<file path="src/rtl/cla_pipe_clk_if.sv">
// Operand/result handshake bundle for cla_pipe_clk.
// master: operand source + result consumer; slave: the adder pipeline.
interface cla_pipe_clk_if #(
  parameter int unsigned WIDTH = 32
) ();
  logic             in_valid;
  logic             in_ready;
  logic [WIDTH-1:0] a;
  logic [WIDTH-1:0] b;
  logic             ci;
  logic             sub;
  logic             out_valid;
  logic             out_ready;
  logic [WIDTH-1:0] s;
  logic             co;
  logic             ovf;

  modport master (
    output in_valid, a, b, ci, sub, out_ready,
    input  in_ready, out_valid, s, co, ovf
  );

  modport slave (
    input  in_valid, a, b, ci, sub, out_ready,
    output in_ready, out_valid, s, co, ovf
  );
endinterface

</file>
<file path="src/rtl/cla_pipe_clk.sv">
// Pipelined carry-lookahead adder/subtractor, CHUNK bits per stage.
// Latency WIDTH/CHUNK cycles after the operand register; one op per cycle.
// Optional: define CLA_PIPE_SAT_EN to saturate the result on signed overflow.
module cla_pipe_clk #(
  parameter int unsigned WIDTH = 32,
  parameter int unsigned CHUNK = 8
) (
  input logic           clock,
  input logic           reset,
  cla_pipe_clk_if.slave bus
);
  localparam int unsigned STAGES = WIDTH / CHUNK;
  localparam int unsigned GROUPS = CHUNK / 4;
  localparam int unsigned RW     = CHUNK + 2;

  if (((WIDTH % CHUNK) != 0) || ((CHUNK % 4) != 0)) begin : g_param_err
    $error("cla_pipe_clk: WIDTH must be a multiple of CHUNK and CHUNK a multiple of 4");
  end

  // One chunk of 4-bit CLA groups; returns {carry_out, carry_into_msb, sum}.
  function automatic logic [RW-1:0] cla_chunk(
    input logic [CHUNK-1:0] op_a,
    input logic [CHUNK-1:0] op_b,
    input logic             cin
  );
    logic [CHUNK-1:0] g;
    logic [CHUNK-1:0] p;
    logic [CHUNK:0]   c;
    logic             gg;
    logic             pg;
    int unsigned      bs;
    g    = op_a & op_b;
    p    = op_a ^ op_b;
    c    = '0;
    c[0] = cin;
    for (int unsigned grp = 0; grp < GROUPS; grp++) begin
      bs       = grp * 4;
      c[bs+1]  = g[bs] | (p[bs] & c[bs]);
      c[bs+2]  = g[bs+1] | (p[bs+1] & g[bs]) | (p[bs+1] & p[bs] & c[bs]);
      c[bs+3]  = g[bs+2] | (p[bs+2] & g[bs+1]) | (p[bs+2] & p[bs+1] & g[bs])
               | (p[bs+2] & p[bs+1] & p[bs] & c[bs]);
      gg       = g[bs+3] | (p[bs+3] & g[bs+2]) | (p[bs+3] & p[bs+2] & g[bs+1])
               | (p[bs+3] & p[bs+2] & p[bs+1] & g[bs]);
      pg       = &p[bs +: 4];
      c[bs+4]  = gg | (pg & c[bs]);
    end
    return {c[CHUNK], c[CHUNK-1], p ^ c[CHUNK-1:0]};
  endfunction

  // Level k feeds stage k; operands skew forward, finished sum chunks ride along.
  logic [STAGES-1:0] r_v;
  logic [WIDTH-1:0]  r_a [STAGES];
  logic [WIDTH-1:0]  r_b [STAGES];
  logic [WIDTH-1:0]  r_s [STAGES];
  logic              r_c [STAGES];

  logic              r_out_valid;
  logic [WIDTH-1:0]  r_s_out;
  logic              r_co;
  logic              r_ovf;

  logic [RW-1:0]     w_res    [STAGES];
  logic [WIDTH-1:0]  w_s_next [STAGES];
  logic [WIDTH-1:0]  w_s_fin;
  logic              w_cout;
  logic              w_ovf;
  logic              w_stall;

  assign w_stall       = r_out_valid & ~bus.out_ready;
  assign bus.in_ready  = ~w_stall;
  assign bus.out_valid = r_out_valid;
  assign bus.s         = r_s_out;
  assign bus.co        = r_co;
  assign bus.ovf       = r_ovf;

  // Per-stage chunk add and merge into the partially built result.
  always_comb begin
    for (int unsigned k = 0; k < STAGES; k++) begin
      w_res[k]    = cla_chunk(r_a[k][k*CHUNK +: CHUNK], r_b[k][k*CHUNK +: CHUNK], r_c[k]);
      w_s_next[k] = r_s[k];
      w_s_next[k][k*CHUNK +: CHUNK] = w_res[k][CHUNK-1:0];
    end
    w_cout  = w_res[STAGES-1][CHUNK+1];
    w_ovf   = w_res[STAGES-1][CHUNK+1] ^ w_res[STAGES-1][CHUNK];
    w_s_fin = w_s_next[STAGES-1];
`ifdef CLA_PIPE_SAT_EN
    if (w_ovf) begin
      // Carry out set means both operands were negative: clamp to most negative.
      w_s_fin = w_cout ? {1'b1, {(WIDTH-1){1'b0}}} : {1'b0, {(WIDTH-1){1'b1}}};
    end
`endif
  end

  // Pipeline advance; everything freezes while the output is stalled.
  always_ff @(posedge clock or posedge reset) begin
    if (reset) begin
      r_v <= '0;
      for (int unsigned k = 0; k < STAGES; k++) begin
        r_a[k] <= '0;
        r_b[k] <= '0;
        r_s[k] <= '0;
        r_c[k] <= 1'b0;
      end
      r_out_valid <= 1'b0;
      r_s_out     <= '0;
      r_co        <= 1'b0;
      r_ovf       <= 1'b0;
    end else if (!w_stall) begin
      r_v[0] <= bus.in_valid;
      r_a[0] <= bus.a;
      r_b[0] <= bus.b ^ {WIDTH{bus.sub}};
      r_c[0] <= bus.sub | bus.ci;
      r_s[0] <= '0;
      for (int unsigned k = 1; k < STAGES; k++) begin
        r_v[k] <= r_v[k-1];
        r_a[k] <= r_a[k-1];
        r_b[k] <= r_b[k-1];
        r_s[k] <= w_s_next[k-1];
        r_c[k] <= w_res[k-1][CHUNK+1];
      end
      r_out_valid <= r_v[STAGES-1];
      // Bubbles leave the visible result untouched.
      if (r_v[STAGES-1]) begin
        r_s_out <= w_s_fin;
        r_co    <= w_cout;
        r_ovf   <= w_ovf;
      end
    end
  end
endmodule

</file>
<file path="src/flat_wrapper.sv">
// flat-port wrapper written by rule: the top's interface ports become plain ports
module cla_pipe_clk_flat 
#(
  parameter int unsigned WIDTH = 32,
  parameter int unsigned CHUNK = 8
)
  (clock, reset, bus_in_valid, bus_a, bus_b, bus_ci, bus_sub, bus_out_ready, bus_in_ready, bus_out_valid, bus_s, bus_co, bus_ovf);
  cla_pipe_clk_if #(.WIDTH(WIDTH)) bus_i ();
  input logic clock;
  input logic reset;
  input wire logic [$bits(bus_i.in_valid)-1:0] bus_in_valid;
  input wire logic [$bits(bus_i.a)-1:0] bus_a;
  input wire logic [$bits(bus_i.b)-1:0] bus_b;
  input wire logic [$bits(bus_i.ci)-1:0] bus_ci;
  input wire logic [$bits(bus_i.sub)-1:0] bus_sub;
  input wire logic [$bits(bus_i.out_ready)-1:0] bus_out_ready;
  output wire logic [$bits(bus_i.in_ready)-1:0] bus_in_ready;
  output wire logic [$bits(bus_i.out_valid)-1:0] bus_out_valid;
  output wire logic [$bits(bus_i.s)-1:0] bus_s;
  output wire logic [$bits(bus_i.co)-1:0] bus_co;
  output wire logic [$bits(bus_i.ovf)-1:0] bus_ovf;
  assign bus_i.in_valid = bus_in_valid;
  assign bus_i.a = bus_a;
  assign bus_i.b = bus_b;
  assign bus_i.ci = bus_ci;
  assign bus_i.sub = bus_sub;
  assign bus_i.out_ready = bus_out_ready;
  assign bus_in_ready = bus_i.in_ready;
  assign bus_out_valid = bus_i.out_valid;
  assign bus_s = bus_i.s;
  assign bus_co = bus_i.co;
  assign bus_ovf = bus_i.ovf;
  cla_pipe_clk #(.WIDTH(WIDTH), .CHUNK(CHUNK)) u_core (.clock(clock), .reset(reset), .bus(bus_i));
endmodule
</file>
<file path="config.mk">
export PLATFORM = sky130hd
export DESIGN_NAME = cla_pipe_clk_flat
export DESIGN_NICKNAME = d
export VERILOG_FILES = /design/src/rtl/cla_pipe_clk_if.sv /design/src/rtl/cla_pipe_clk.sv /design/src/flat_wrapper.sv
export SDC_FILE = /design/constraint.sdc
export NUM_CORES = 1
export LEC_CHECK = 0
export BUFFER_PORTS_ARGS = -buffer_cell sky130_fd_sc_hd__clkbuf_2
export CORE_MARGIN = 3
export CORE_UTILIZATION = 59
export CTS_CLUSTER_SIZE = 16
export DETAILED_ROUTE_END_ITERATION = 8
export HOLD_SLACK_MARGIN = 0.02
export PLACE_DENSITY_LB_ADDON = 0.08
export SYNTH_ARGS = -nofsm -noshare
export SYNTH_HDL_FRONTEND = slang
export SYNTH_SLANG_ARGS = --single-unit
</file>
<file path="constraint.sdc">
create_clock -name clock -period 10.9 [get_ports clock]
set_input_delay 1.635 -clock clock [delete_from_list [all_inputs] [get_ports clock]]
set_output_delay 1.635 -clock clock [all_outputs]
set_load 0.005 [all_outputs]
</file>
==> impl_metrics.yaml <==
logic_synthesis:
  synth_seq_cells: 251
  synth_fp_nets: 1302
  synth_warnings: 0
  synth.area.mux_share_pct: 0
  yosys.area_share.adder_pct: 5.151
  synth_xor_area_share_pct: 3.622
  synth_simple_gate_area_share_pct: 23.54
  syn_inst: 1192
  synth_area_mm2: 0.01088
  avgSynthCellArea_um2: 9.129
  yosysSeqAreaShare_pct: 57.72
  synth_top_family_by_area: "simple AND/OR/NAND/NOR gates"
  synth_compound_area_share_pct: 7.048
  ys_types: 42
floorplanning:
  die_height_um: 141.8
  start_util_pct: 60.37
  floorplan.rows: 49
  core_area_mm2: 0.01802
  ios: 106
  die_w_um: 141.8
  dieArea_mm2: 0.02011
clocking:
  clockBufferDepth: 3
  postCtsSetupBuffers: 0
  cts_resized: 0
  cts_tree: "built"
  cts_made_buffers: 26
  cts-root-buf: "clkbuf_16"
  clk-insertion-delay-late_ns: 0.51
  cts.clk_slew.worst_paths_ns: 0.06
  htree_num_levels: 1
  cts.sinks: 251
  hold_buffers: 0
min_path:
  hold_path_class: "flop to flop"
  hold_end: "u_core.bus.s[3]$_DFFE_PP0P_"
  hold_depth: 2
  hp-start: "u_core.r_s[3]$_DFFE_PP0N_"
critical_path:
  crit_type: "input port to output pin"
  rrSetupSlack_ns: 8.02
  arrival_ns: 3.25
  r2r-start: "u_core.bus.out_valid$_DFFE_PP0N_"
  reg2reg_depth: 7
  worstSetupStartpointType: "input port"
  crit_path_max_fanout: 249
  cp-end-kind: "output pin"
  worstPathRequired_ns: 9.27
  r2r_end: "u_core.bus.s[30]$_DFFE_PP0P_"
global_routing:
  grt_pass1_wl_mm: 35.79
  gr-total-overflow: 0
  grt_pass1_vias: 7435
  antenna_found_initial: 0
  grt_max_degree: 250
  grtUsageTotal_pct: 21.12
job:
  drv_cap: 0
pwr:
  vdd_drop_max_mv: 0.2955
  power.total_uw: 3740
  pwr_density_cell_mw_per_mm2: 302.4
  power.static_leakage_uw: 0.006453
placement:
  dp_cells: 1471
  portBuffers: 105
  place_area_mm2: 0.01152
  place.gp.congestion: 0.7661
  place_hpwl_mm: 12.81
detailed_routing:
  ant_nets: 0
  first_pass_iters: 4
  drtIter0Drc: 527
  drcViolationCount: 0
  wl_per_cell_um: 13.41
  finalWirelength_mm: 20.35
  dr_total_vias: 7740
  avgViaCountPerCell: 5.099
timing:
  max_freq_ghz: 0.2045
  slew_headroom_pct: 23.19
  post-route-min-period_ns: 4.889
  period_share_pct: 44.85
  hold_violations: 0
  fin_tns_setup_ns: 0
  finClkSkew_ns: 0.01032
  slew_viol_final: 0
  rsz0062_at_grt: "false"
  setup_viol: 0
  tightest_slew_ns: 1.152
finish:
  layout_common_cells: "590 x nand2_1, 251 x dfrtp_1, 105 x clkbuf_2"
  final_common_cell: "nand2_1"
  nets: 1380
  stdcell_area_mm2: 0.01237
  diodes: 0
  layout-drive-gt1-share_pct: 12.49
  synthToLayoutAreaGrowth_pct: 13.64
  instances_no_fill: 1518
run_status:
  status: "finished clean"
## report_power, final
part           switching (µW)  internal (µW)  leakage, µW
Clock                     347            517     0.000425
Sequential                241           1350      0.00304
Combinational             759            530      0.00298
Total                    1350           2390      0.00645
## sequential cells by signal, summed over array words and instances, names as in the netlist
register / count
u_core.bus.out_valid: 1
u_core.r_a: 80
u_core.bus.co: 1
u_core.r_s: 48
u_core.bus.s: 32
u_core.r_v: 4
u_core.r_b: 80
u_core.r_c: 4
u_core.bus.ovf: 1
## critical path: stages
cell and delay, ns:
clkbuf_2 0.10, nor2b_4 0.12, buf_12 0.55, inv_6 0.51, clkbuf_2 0.26
## cells in the mapped netlist, drive strengths merged
cell	instances	area share, %
fa	8	1.5
buf	25	1.1
o211ai	3	0.21
o2111ai	1	0.081
xnor2	39	3.1
xor2	6	0.48
o21a	1	0.069
a311oi	1	0.081
a21boi	1	0.069
and3	4	0.28
nand2	590	20
nor2b	1	0.058
nor4b	3	0.24
nand3	9	0.41
nor3b	6	0.41
o21bai	3	0.21
nand2b	2	0.11
a21oi	19	0.87
or4b	1	0.092
o31ai	5	0.34
or3	4	0.23
and4	1	0.10
o2bb2ai	1	0.081
nor4	3	0.17
a211oi	9	0.62
o31a	2	0.17
a31oi	1	0.058
dfrtp	251	58
inv	16	0.55
nand3b	4	0.28
ha	32	3.7
o21ai	66	3.0
nor2	19	0.66
clkbuf	36	1.2
a2111oi	1	0.081
nor3	3	0.14
a21o	14	0.99
a211o	1	0.081
## how the worst max path moves through the flow
| stage | from | endpoint | slack (ns) | depth (start not counted) |
|---|---|---|---|---|
| finish | bus_out_ready | bus_in_ready | 6.01 | 5 |
| global route | bus_out_ready | bus_in_ready | 5.70 | 5 |
| CTS | bus_out_ready | bus_in_ready | 5.82 | 5 |
| detailed placement | bus_out_ready | bus_in_ready | 5.83 | 5 |
| global placement | bus_out_ready | bus_in_ready | 5.79 | 5 |
| floorplan | reset | u_core.bus.co$_DFFE_PP0P_ | 2.37 | 1 |
## per-stage QoR
| step | setup slack, ns | hold WS, ns | util, % |
|---|---|---|---|
| after CTS | 5.815 | 0.4657 | 68.60 |
| after detailed placement | 5.829 | 0.4513 | 63.89 |
| after floorplan | 2.365 | 0.4386 | - |
| after global placement | 5.794 | 0.4489 | 63.89 |
| after global routing | 5.702 | 0.4887 | 68.60 |
| final | 6.011 | 0.4640 | 68.60 |
## metal layers
metal / track usage, % / vias to the layer above / routed length (µm) / share of wire [%]
li1: - / 3968 / - / -
met1: 33.29 / 3630 / 10490 / 52
met2: 31.80 / 126 / 8831 / 43
met3: 2.932 / 16 / 812 / 4.0
met4: 4.242 / 0 / 221 / 1.1
met5: 0 / - / 0 / 0
## area by class of cell
class                   count  area (µm²)
repair buffers            111       583.1
multi-input cells         864        4293
well taps                 229       286.5
clock inverters             8       68.82
clock buffers              39       780.7
inverters                  16       72.57
flip-flops and latches    251        6281
fillers                  1499        5659
## logic make-up after synthesis
logic type               Yosys count
flip-flops                       251
AND/OR/NAND/NOR                  650
adder cells (fa/ha/maj)           40
XOR/XNOR                          45
buffers and inverters             77
AO/OA/AOI/OAI                    129
(Power assumes the default switching activity.)
